==> config.mk <==
export PLATFORM = sky130hd
export DESIGN_NAME = seq_chunk_adder
export DESIGN_NICKNAME = d
export VERILOG_FILES = /design/src/rtl/seq_chunk_adder.sv
export SDC_FILE = /design/constraint.sdc
export NUM_CORES = 1
export LEC_CHECK = 0
export CORE_UTILIZATION = 46
export DETAILED_ROUTE_END_ITERATION = 8
export PLACE_DENSITY_LB_ADDON = 0.25
export SKIP_LAST_GASP = 1
export SYNTH_ARGS = -nofsm -noshare
export SYNTH_HDL_FRONTEND = slang
export SYNTH_SLANG_ARGS = --single-unit
==> constraint.sdc <==
create_clock -name clk -period 2.57 [get_ports clk]
set_input_delay 0.257 -clock clk [delete_from_list [all_inputs] [get_ports clk]]
set_output_delay 0.257 -clock clk [all_outputs]
set_load 0.005 [all_outputs]
==> src/rtl/seq_chunk_adder.sv <==
// -----------------------------------------------------------------------------
// seq_chunk_adder
//   Multi-cycle adder/subtractor. The operands are processed CHUNK bits per
//   clock, least-significant chunk first. The carry between chunks is held in a
//   register, so each cycle needs only a CHUNK-bit carry chain. The block takes
//   N = WIDTH/CHUNK BUSY cycles per operation.
//
// Parameters
//   WIDTH      operand/result width (>= 1)
//   CHUNK      bits added per cycle (WIDTH % CHUNK must be 0)
//
// Ports
//   clk        clock, rising edge
//   rst        synchronous active-high reset
//   in_valid   operands presented            in_ready   accepting operands (IDLE)
//   a, b       operands                      cin        carry-in / borrow-in
//   sub        0: a+b+cin, 1: a-b-cin
//   out_valid  result valid (DONE)           out_ready  consumer takes result
//   sum        result (only meaningful while out_valid)
//   cout       carry-out; in sub mode 1 = no borrow
//   ovf        two's-complement signed overflow
//
// Optional feature (macro SEQ_CHUNK_ADDER_FLAGS_EN)
//   zero       1 when sum is all-zero        neg        sum[WIDTH-1]
// -----------------------------------------------------------------------------
module seq_chunk_adder #(
  parameter int WIDTH = 16,
  parameter int CHUNK = 4
) (
  input  logic             clk,
  input  logic             rst,
  input  logic             in_valid,
  output logic             in_ready,
  input  logic [WIDTH-1:0] a,
  input  logic [WIDTH-1:0] b,
  input  logic             cin,
  input  logic             sub,
  output logic             out_valid,
  input  logic             out_ready,
  output logic [WIDTH-1:0] sum,
  output logic             cout,
  output logic             ovf
`ifdef SEQ_CHUNK_ADDER_FLAGS_EN
  ,
  output logic             zero,
  output logic             neg
`endif
);

  localparam int N  = WIDTH / CHUNK;
  // One extra bit so the counter can never wrap before reaching N-1.
  localparam int CW = $clog2(N) + 1;

  if (WIDTH < 1 || CHUNK < 1 || (WIDTH % CHUNK) != 0) begin : g_bad_params
    $error("seq_chunk_adder: WIDTH must be >= 1 and a multiple of CHUNK");
  end

  typedef enum logic [1:0] {
    S_IDLE,
    S_BUSY,
    S_DONE
  } state_e;

  state_e            state_q, state_d;
  logic [CW-1:0]     cnt_q,   cnt_d;
  logic              carry_q, carry_d;
  logic [WIDTH-1:0]  a_q,     a_d;
  logic [WIDTH-1:0]  b_q,     b_d;     // already inverted in sub mode
  logic [WIDTH-1:0]  sum_q,   sum_d;
  logic              cout_q,  cout_d;
  logic              ovf_q,   ovf_d;
`ifdef SEQ_CHUNK_ADDER_FLAGS_EN
  logic              zero_q,  zero_d;
`endif

  // Chunk datapath
  logic [CHUNK-1:0]  a_chunk;
  logic [CHUNK-1:0]  b_chunk;
  logic [CHUNK-1:0]  s_chunk;
  logic              c_chunk;
  logic              c_msb;    // carry into the top bit of the current chunk
  logic              last;

  always_comb begin
    // NOTE: every combinational output gets a default first so no path leaves
    // it unassigned; an unassigned path would infer a latch.
    a_chunk = '0;
    b_chunk = '0;
    // Constant-index selection keeps the mux width-clean for any N.
    for (int k = 0; k < N; k++) begin
      if (cnt_q == CW'(k)) begin
        a_chunk = a_q[k*CHUNK +: CHUNK];
        b_chunk = b_q[k*CHUNK +: CHUNK];
      end
    end
    {c_chunk, s_chunk} = {1'b0, a_chunk} + {1'b0, b_chunk} + (CHUNK + 1)'(carry_q);
    // The sum bit is a^b^carry_in, so the carry into the MSB falls out of it.
    c_msb = a_chunk[CHUNK-1] ^ b_chunk[CHUNK-1] ^ s_chunk[CHUNK-1];
    last  = (cnt_q == CW'(N - 1));
  end

  always_comb begin
    state_d = state_q;
    cnt_d   = cnt_q;
    carry_d = carry_q;
    a_d     = a_q;
    b_d     = b_q;
    sum_d   = sum_q;
    cout_d  = cout_q;
    ovf_d   = ovf_q;
`ifdef SEQ_CHUNK_ADDER_FLAGS_EN
    zero_d  = zero_q;
`endif

    unique case (state_q)
      S_IDLE: begin
        if (in_valid) begin
          a_d     = a;
          // Subtraction as a + ~b + 1; borrow-in flips the injected carry.
          b_d     = sub ? ~b : b;
          carry_d = sub ? ~cin : cin;
          cnt_d   = '0;
`ifdef SEQ_CHUNK_ADDER_FLAGS_EN
          zero_d  = 1'b1;
`endif
          state_d = S_BUSY;
        end
      end

      S_BUSY: begin
        for (int k = 0; k < N; k++) begin
          if (cnt_q == CW'(k)) begin
            sum_d[k*CHUNK +: CHUNK] = s_chunk;
          end
        end
        carry_d = c_chunk;
        cnt_d   = cnt_q + CW'(1);
`ifdef SEQ_CHUNK_ADDER_FLAGS_EN
        zero_d  = zero_q & (s_chunk == '0);
`endif
        if (last) begin
          cout_d  = c_chunk;
          ovf_d   = c_msb ^ c_chunk;
          state_d = S_DONE;
        end
      end

      S_DONE: begin
        if (out_ready) begin
          state_d = S_IDLE;
        end
      end

      default: state_d = S_IDLE;
    endcase
  end

  // NOTE: state updates use non-blocking assignments so every register samples
  // the pre-edge values regardless of statement order.
  always_ff @(posedge clk) begin
    if (rst) begin
      // NOTE: operand and result registers are reset too: sum/cout/ovf have
      // defined reset values, and clearing the operands costs nothing here.
      state_q <= S_IDLE;
      cnt_q   <= '0;
      carry_q <= 1'b0;
      a_q     <= '0;
      b_q     <= '0;
      sum_q   <= '0;
      cout_q  <= 1'b0;
      ovf_q   <= 1'b0;
`ifdef SEQ_CHUNK_ADDER_FLAGS_EN
      zero_q  <= 1'b0;
`endif
    end else begin
      state_q <= state_d;
      cnt_q   <= cnt_d;
      carry_q <= carry_d;
      a_q     <= a_d;
      b_q     <= b_d;
      sum_q   <= sum_d;
      cout_q  <= cout_d;
      ovf_q   <= ovf_d;
`ifdef SEQ_CHUNK_ADDER_FLAGS_EN
      zero_q  <= zero_d;
`endif
    end
  end

  assign in_ready  = (state_q == S_IDLE);
  assign out_valid = (state_q == S_DONE);
  assign sum       = sum_q;
  assign cout      = cout_q;
  assign ovf       = ovf_q;
`ifdef SEQ_CHUNK_ADDER_FLAGS_EN
  assign zero      = zero_q;
  assign neg       = sum_q[WIDTH-1];
`endif

endmodule
* Word-level counts from Yosys, hierarchy flattened
Index checks and enable logic that the tools add are counted.
** Operators by class
- Reduce and logical (&&, ||, !) cells :: 10
- Bitwise gates (word level) :: 5
- Mux-type cells :: 18
- Add/sub/neg operators :: 3
- Equal/unequal tests :: 8
** Operators with widths (count)
- 2-to-1 mux 4 bit :: 8
- 2-to-1 mux 16 bit :: 1
- inverter 16 bit :: 1
- AND reduction 2 bit :: 6
- == test 3 x 2 -> 1 bit (second input constant) :: 2
- 2-to-1 mux 2 bit :: 3
- case mux 2 bit (3 select lines) :: 1
- case mux 3 bit (2 select lines) :: 1
- adder 4 x 4 -> 5 bit :: 1
- adder 5 x 1 -> 5 bit :: 1
- != test 2 bit (second input constant) :: 2
- adder 3 x 1 -> 3 bit (second input constant) :: 1
- == test 3 x 1 -> 1 bit (second input constant) :: 1
- zero test 3 bit :: 1
- 2-to-1 mux 3 bit :: 1
- AND reduction 3 bit :: 1
- bitwise XOR 1 bit :: 3
- == test 2 x 1 -> 1 bit (second input constant) :: 1
- == test 2 bit (second input constant) :: 1
- zero test 2 bit :: 1
- 2-to-1 mux 1 bit :: 2
- != test 2 x 1 -> 1 bit (second input constant) :: 1
- case mux 1 bit (2 select lines) :: 1
- nonzero test 2 bit :: 1
- inverter 1 bit :: 1
** Word-level totals
- Logic and storage cells :: 55
- Register bits :: 56
- Input bits :: 38
- Output and inout bits :: 20

* Longest topological paths before layout
Gate-level depths: netlist (run 1).
- Depth in word-level cells :: 9
- Gate-level depth with buffers :: 14
- Mapped depth without buffers :: 13

* Worst setup path after synthesis (run 1)
OpenSTA, ideal clock, no wires.
- Path type :: register to register
- Start :: register cnt_q[0]
- End :: register ovf_q, in the netlist ovf
- Data required time :: 2.431 ns
- Stages on the path, launching flop included :: 14
- Clock period less this slack :: 2.784 ns
- Path buffers :: 2
- Setup time :: 0.139 ns
- Setup slack :: -0.214 ns
- Arrival :: 2.645 ns
- Cells stage by stage :: dfxtp_1 inv_1 ha_1 clkbuf_1 clkbuf_1 o21ai_0 a22oi_1 fa_1 inv_1 fa_1 a21o_1 a21oi_1 xor2_1 a211oi_2
** On the way
- Word-level cells in the longest chain between the ends :: 9
- Elaborated cells on any way between the ends :: 18
- Those cells by class :: add/sub: 2; eq/ne: 3; mux: 8; bitwise: 3; reduce/logical: 2
** Ends and longest elaborated chain
- start, declared :: line 65 : logic [CW-1:0] cnt_q, cnt_d;
- start signal, assigned :: line 177 : cnt_q <= cnt_d;
- zero test 3 bit :: line 91 : if (cnt_q == CW'(k)) begin
- 2-to-1 mux 4 bit (4 in series) :: line 91
- adder 4 x 4 -> 5 bit :: line 96 : {c_chunk, s_chunk} = {1'b0, a_chunk} + {1'b0, b_chunk} + (CHUNK + 1)'(carry_q);
- adder 5 x 1 -> 5 bit :: line 96
- bitwise XOR 1 bit :: line 98 : c_msb = a_chunk[CHUNK-1] ^ b_chunk[CHUNK-1] ^ s_chunk[CHUNK-1];
- bitwise XOR 1 bit :: line 143 : ovf_d = c_msb ^ c_chunk;
- end signal, assigned :: line 183 : ovf_q <= ovf_d;
- end, declared :: line 71 : logic ovf_q, ovf_d;
Several ways; a longest one is shown, not always the timed one.
A chain may end at the register's enable or synchronous reset.

* Worst setup path in the final report (run 1)
Same ends and word-level chain as after synthesis.

==> results of run 1 <==
## metal layers
metal | routed length [um] | global-route usage | up-vias
met5 | 0 | 0 | -
met3 | 193 | 0.0402 | 12
met4 | 113 | 0.0618 | 0
met2 | 2630 | 0.316 | 53
li1 | - | - | 1202
met1 | 2630 | 0.241 | 1029
## logic make-up (layout without fill, tap and decap cells)
logic type | after synthesis | count (layout) | synth area share
adder cells (fa/ha/maj) | 10 | 10 | 0.0514
XOR/XNOR | 20 | 20 | 0.0642
AND/OR/NAND/NOR | 113 | 113 | 0.199
AO/OA/AOI/OAI | 84 | 84 | 0.222
multiplexers | 1 | 1 | 0.00367
buffers and inverters | 27 | 97 | 0.0491
flip-flops | 56 | 56 | 0.411
## worst max-delay path, cell delays in order (launching register included)
cell	delay (ns)
dfxtp_4	0.40
inv_4	0.05
ha_4	0.17
buf_4	0.14
and3b_1	0.15
a21oi_1	0.12
o21ai_0	0.09
a22o_1	0.26
fa_2	0.40
a21o_1	0.19
a21oi_2	0.17
xor2_1	0.18
a211oi_2	0.08
## what timing repair did
action,4_1_cts,5_1_grt
setup buffers,0,2
gates resized for setup,8,6
pin swaps,7,9
hold endpoints to repair,0,0
setup endpoints to repair,9,11
## final cells by class
class,count,area (um2),share of cell area
clock inverter,1,5.00,0.00138
sequential,56,1130,0.311
timing repair buffer,83,773,0.213
clock buffer,6,72.6,0.0200
tap,72,90.1,0.0248
inverter,7,31.3,0.00861
multi-input combinational,228,1530,0.422
## cell usage after synthesis
cell type  number
a211oi_1       12
nand2b_1        2
xor2_1          1
nor2_1         28
xnor2_1        19
nand2_1        55
nor2b_2         1
buf_4           1
ha_1            8
a21o_1          1
o31ai_1         4
and3b_1         8
a31oi_1         1
buf_6           3
mux2i_1         1
and2_1          2
nor2_2          5
a22o_1          6
inv_1           7
nor2b_1         1
nand3b_1        4
nor3b_4         1
nor3b_1         1
nor3_1          2
a21oi_1        31
fa_1            2
clkbuf_1       11
o21ai_0         8
a22oi_1         4
a211oi_2       14
buf_2           5
dfxtp_1        56
and2_2          3
o21ai_1         1
o21bai_1        2
## power by group through the flow
stage	clock, mW	combinational (mW)	sequential, mW
6_report	0.450	0.405	0.949
3_5_place_dp	0	0.393	0.968
3_3_place_gp	0	0.387	0.967
4_1_cts	0.458	0.399	0.949
2_1_floorplan	0	0.243	0.960
5_1_grt	0.499	0.445	0.955
## flip-flops by register name, indices dropped and copies added, names as in the netlist
name and cells:
a_q 16, carry_q 1, state_q 2, cout 1, cnt_q 3, ovf 1, b_q 16, sum 16
## through the flow
| stage | instance area, um2 | total power, mW | std cells |
|---|---|---|---|
| after global placement | 3490 | 1.35 | 444 |
| after floorplan | 2770 | 1.20 | 311 |
| after detailed placement | 3490 | 1.36 | 444 |
| after CTS | 3600 | 1.81 | 451 |
| after global routing | 3630 | 1.90 | 453 |
| final | 3630 | 1.80 | 453 |
## worst paths after layout
kind	start	to	slack [ns]	cells past startpoint
max	cnt_q[0]	ovf	0.03	12
min	rst	a_q[14]	0.43	2
max reg2reg	cnt_q[0]	ovf	0.03	12
min reg2reg	a_q[2]	a_q[2]	0.46	2
==> results.yml, run 1 <==
outcome:
  status: "completed"
route:
  drt_iter0_markers: 75
  drc: 0
  wl_per_cell_um: 12.3
  totalWireLength_mm: 5.57
  via_per_inst: 5.07
  vias: 2296
  drtPass1Iterations: 4
  ant_nets: 0
grt:
  grt_pass1_vias: 2083
  grt_max_degree: 49
  antenna_found_initial: 0
  track_usage: 0.189
  overflow: 0
  grt_pass1_wl_mm: 9.38
logic_synthesis:
  syn_area_per_cell_um2: 8.77
  yosysTopAreaCell: "dfxtp_1"
  netlist.area_leader.share: 0.411
  ys_warn_count: 0
  synth_cell_type_count: 35
  ys_ff_latch: 56
  syn_inst: 311
  ys_top_cells_by_area: "dfxtp_1, nand2_1, a211oi_2, xnor2_1, a21oi_1"
  synth_nets: 359
  syn_area_um2: 2730
  ys_seq_area_frac: 0.411
clock_tree:
  numCtsBuffers: 5
  root_buffer: "clkbuf_8"
  holdBufCountCts: 0
  cts_sinks: 56
  clk_latency_ns: 0.30
  clk_pin_slew_ns: 0.09
  cts_tree: "yes"
  clockBufferDepth: 2
  htreeDepth: 2
layout:
  mostFrequentLayoutCells: "clkdlybuf4s50_1, nand2_1, dfxtp_1"
  syn_to_final_growth_pct: 33.1
  drive_gt1_frac: 0.192
  fill_cells: 510
  layout_commonest_cell: "clkdlybuf4s50_1"
  antenna_cells: 0
  nets: 429
  fin_util: 0.648
worst_setup_path:
  critPathRequiredTime_ns: 2.75
  cp_max_fo: 5
  start_kind: "register"
  worstSetupPathType: "register to register"
  cp-end-kind: "register"
  crit_arrival_ns: 2.72
floorplan:
  io_pins: 58
  die_y_um: 79.0
  std_cell_rows: 27
  dieWidth_um: 79.0
  dieArea_um2: 6240
  initial_utilization: 0.487
  core_area_um2: 5610
timing:
  setup_viol: 0
  finalMaxSlewViolations: 0
  rsz0062_at_grt: "yes"
  fin_worst_skew_ns: 0.00481
  fin_hold_ws_ns: 0.429
  period_share: 0.987
  tns_ns: 0
  hold_viol_final: 0
  finalCriticalPeriod_ns: 2.54
  maxSlewHeadroom: 0.654
  worst_slew_pin_slew_ns: 0.519
  fmax_ghz: 0.394
  finalWorstSetupSlack_ns: 0.0322
run:
  drv_cap: 0
power:
  swShare: 0.268
  power.internal_mw: 1.32
  switching_power_mw: 0.484
  power-per-cell-area_nw_per_um2: 496
  pwr-share-comb: 0.224
  p_leak_nw: 1.34
  ir_worst_vdd_mv: 0.313
  seq_power_share: 0.526
  p_clk_frac: 0.250
placed_design:
  dpl_worst_slack_ns: -0.0847
  gp_congestion: 0.829
  io_buffers: 57
  hpwlAfterDp_mm: 4.22
hold_path:
  hp-class: "primary input to register"
Note: power is estimated with default switching activity, not from simulation.
==> run 2, diff against run 1 <==
--- a/config.mk
+++ b/config.mk
@@ -6,6 +6,7 @@
 export NUM_CORES = 1
 export LEC_CHECK = 0
 export CORE_UTILIZATION = 46
+export CTS_CLUSTER_DIAMETER = 150
 export DETAILED_ROUTE_END_ITERATION = 8
 export PLACE_DENSITY_LB_ADDON = 0.25
 export SKIP_LAST_GASP = 1
==> results of run 2 <==
The final DEF is identical to that of run 1; final timing and power are the same.
==> run 3, diff against run 2 <==
--- a/config.mk
+++ b/config.mk
@@ -5,7 +5,10 @@
 export SDC_FILE = /design/constraint.sdc
 export NUM_CORES = 1
 export LEC_CHECK = 0
-export CORE_UTILIZATION = 46
+export CAP_MARGIN = 25
+export CELL_PAD_IN_SITES_DETAIL_PLACEMENT = 1
+export CELL_PAD_IN_SITES_GLOBAL_PLACEMENT = 1
+export CORE_UTILIZATION = 41
 export CTS_CLUSTER_DIAMETER = 150
 export DETAILED_ROUTE_END_ITERATION = 8
 export PLACE_DENSITY_LB_ADDON = 0.25
==> constraint.sdc (replaced) <==
create_clock -name clk -period 3 [get_ports clk]
set_input_delay 0.3 -clock clk [delete_from_list [all_inputs] [get_ports clk]]
set_output_delay 0.3 -clock clk [all_outputs]
set_load 0.005 [all_outputs]
==> run 3 against run 2 <==
  * Global-route usage increased by 0.74 points
  * Core utilization is 9.8 points lower
  * Critical path type unchanged
  * Total power is 5.0% lower
  * Design area fell by 3.4%
==> results.yml, run 3 (synthesis results as in run 1) <==
outcome:
  status: "completed"
power:
  ir_worst_vdd_mv: 0.285
  swShare: 0.256
  pwr-share-comb: 0.188
  power-per-cell-area_nw_per_um2: 488
  p_total_mw: 1.71
  power.internal_mw: 1.27
  p_leak_nw: 1.27
  seq_power_share: 0.476
  p_clk_frac: 0.336
  switching_power_mw: 0.439
floorplan:
  initial_utilization: 0.427
  die_y_um: 83.6
  core_area_um2: 6390
  std_cell_rows: 29
  io_pins: 58
  dieWidth_um: 83.6
  dieArea_um2: 6990
worst_setup_path:
  r2r_slack_ns: 0.15
  rr_startpoint: "cnt_q[0]"
  cp-end-kind: "register"
  crit_arrival_ns: 3.02
  ff2ff_path_depth: 13
  worstSetupPathType: "register to register"
  cpMostUsedCell: "inv_1"
  critical-path-max-stage-delay_ns: 0.40
  cp_max_fo: 4
  crit_slowest_cell: "fa_1"
  r2r-end: "ovf"
  crit_chain: "inv_1 -> ha_1 -> and3b_1 -> a21oi_1 -> o21ai_0 -> a22oi_2 -> fa_2 -> inv_1 -> fa_1 -> a21o_1 -> a21oi_4 -> xor2_1 -> a211oi_2"
  critPathRequiredTime_ns: 3.17
  start_kind: "register"
timing:
  hold_viol_final: 0
  fmax_ghz: 0.351
  fin_worst_skew_ns: 0.00958
  rsz0062_at_grt: "no"
  finalCriticalPeriod_ns: 2.85
  maxSlewHeadroom: 0.544
  setup_viol: 0
  worst_slew_pin_slew_ns: 0.683
  period_share: 0.950
  tns_ns: 0
  finalMaxSlewViolations: 0
route:
  ant_nets: 0
  vias: 2290
  totalWireLength_mm: 6.56
  via_per_inst: 5.20
  wl_per_cell_um: 14.9
  drc: 0
  drtPass1Iterations: 4
  drt_iter0_markers: 102
placed_design:
  hpwlAfterDp_mm: 5.02
  io_buffers: 57
  gp_congestion: 0.753
grt:
  antenna_found_initial: 0
  grt_pass1_vias: 2334
  gr-usage-met3: 0.0366
  grt_max_degree: 49
  overflow: 0
  use_met2: 0.355
  track_usage: 0.196
  grt_pass1_wl_mm: 11.1
  grt_use_met1: 0.239
  top_usage_layer: "met2"
hold_path:
  hold_end: "sum[1]"
  hp-class: "register to register"
  hold_depth: 2
  hp-start: "sum[1]"
clock_tree:
  clk_pin_slew_ns: 0.09
  clockBufferDepth: 2
  cts_sinks: 56
  htreeDepth: 2
  root_buffer: "clkbuf_8"
  cts_tree: "yes"
  post_cts_buffers: 0
  clk_latency_ns: 0.31
  numCtsBuffers: 5
layout:
  syn_to_final_growth_pct: 28.6
  mostFrequentLayoutCells: "clkdlybuf4s50_1, nand2_1, dfxtp_1"
  drive_gt1_frac: 0.127
  antenna_cells: 0
  nets: 411
  layout_commonest_cell: "clkdlybuf4s50_1"
run:
  drv_cap: 0
## run 3: changes by cell type in the layout (fill, tap and decap cells not counted), sizes merged
cell / previous run / this run
buf: 27 / 9
bufinv: 0 / 2
clkbuf: 6 / 5
clkinv: 1 / 0
## run 3: how the worst max path moves through the flow
stage	startpoint	endpoint	cells past startpoint
CTS	cnt_q[1]	ovf	13
global route	cnt_q[0]	ovf	13
detailed placement	cnt_q[1]	ovf	13
finish	cnt_q[0]	ovf	13
global placement	cnt_q[1]	ovf	12
floorplan	cnt_q[0]	ovf	13
## run 3: worst max-delay path, delay by kind of cell (launching register included)
kind,cells,cell delay (ns)
flops,1,0.39
simple gates,1,0.17
compound gates,6,0.94
xor+xnor,1,0.20
fa+ha+maj,3,0.88
buf+inv,2,0.15
## run 3: area by class of cell
| cell class | count | area [um2] |
|---|---|---|
| fill | 743 | 2880 |
| clock buffer | 5 | 68.8 |
| clock inverter | 2 | 60.1 |
| timing repair buffer | 65 | 626 |
| inverter | 7 | 26.3 |
| sequential | 56 | 1120 |
| multi-input combinational | 228 | 1510 |
| tap | 77 | 96.3 |
## run 3: through the flow
step	area, um2	hold slack (ns)	utilization	std cells	setup WS [ns]
3_5_place_dp	3340	0.455	0.524	433	0.0133
6_report	3510	0.462	0.550	440	0.149
5_1_grt	3510	0.492	0.550	440	0.00159
2_1_floorplan	2730	0.432	-	311	0.216
3_3_place_gp	3340	0.446	0.524	433	0.178
4_1_cts	3480	0.469	0.544	440	0.0674
## run 3: what timing repair did
item,in CTS,in global routing
resized for setup,1,7
pin swaps,0,4
endpoints found under the setup margin,1,10
hold buffers,0,0
## run 3: power by group through the flow
stage / Clock, mW / Sequential (mW) / Combinational [mW]
after floorplan: 0 / 0.822 / 0.202
after global placement: 0 / 0.831 / 0.305
after detailed placement: 0 / 0.833 / 0.316
after CTS: 0.584 / 0.816 / 0.319
after global routing: 0.615 / 0.822 / 0.357
final: 0.575 / 0.816 / 0.322
## run 3: layer usage
metal / vias to the layer above / part of all wire
met5: - / 0
met4: 0 / 0.011
met3: 8 / 0.031
met2: 47 / 0.50
met1: 1072 / 0.46
li1: 1163 / -
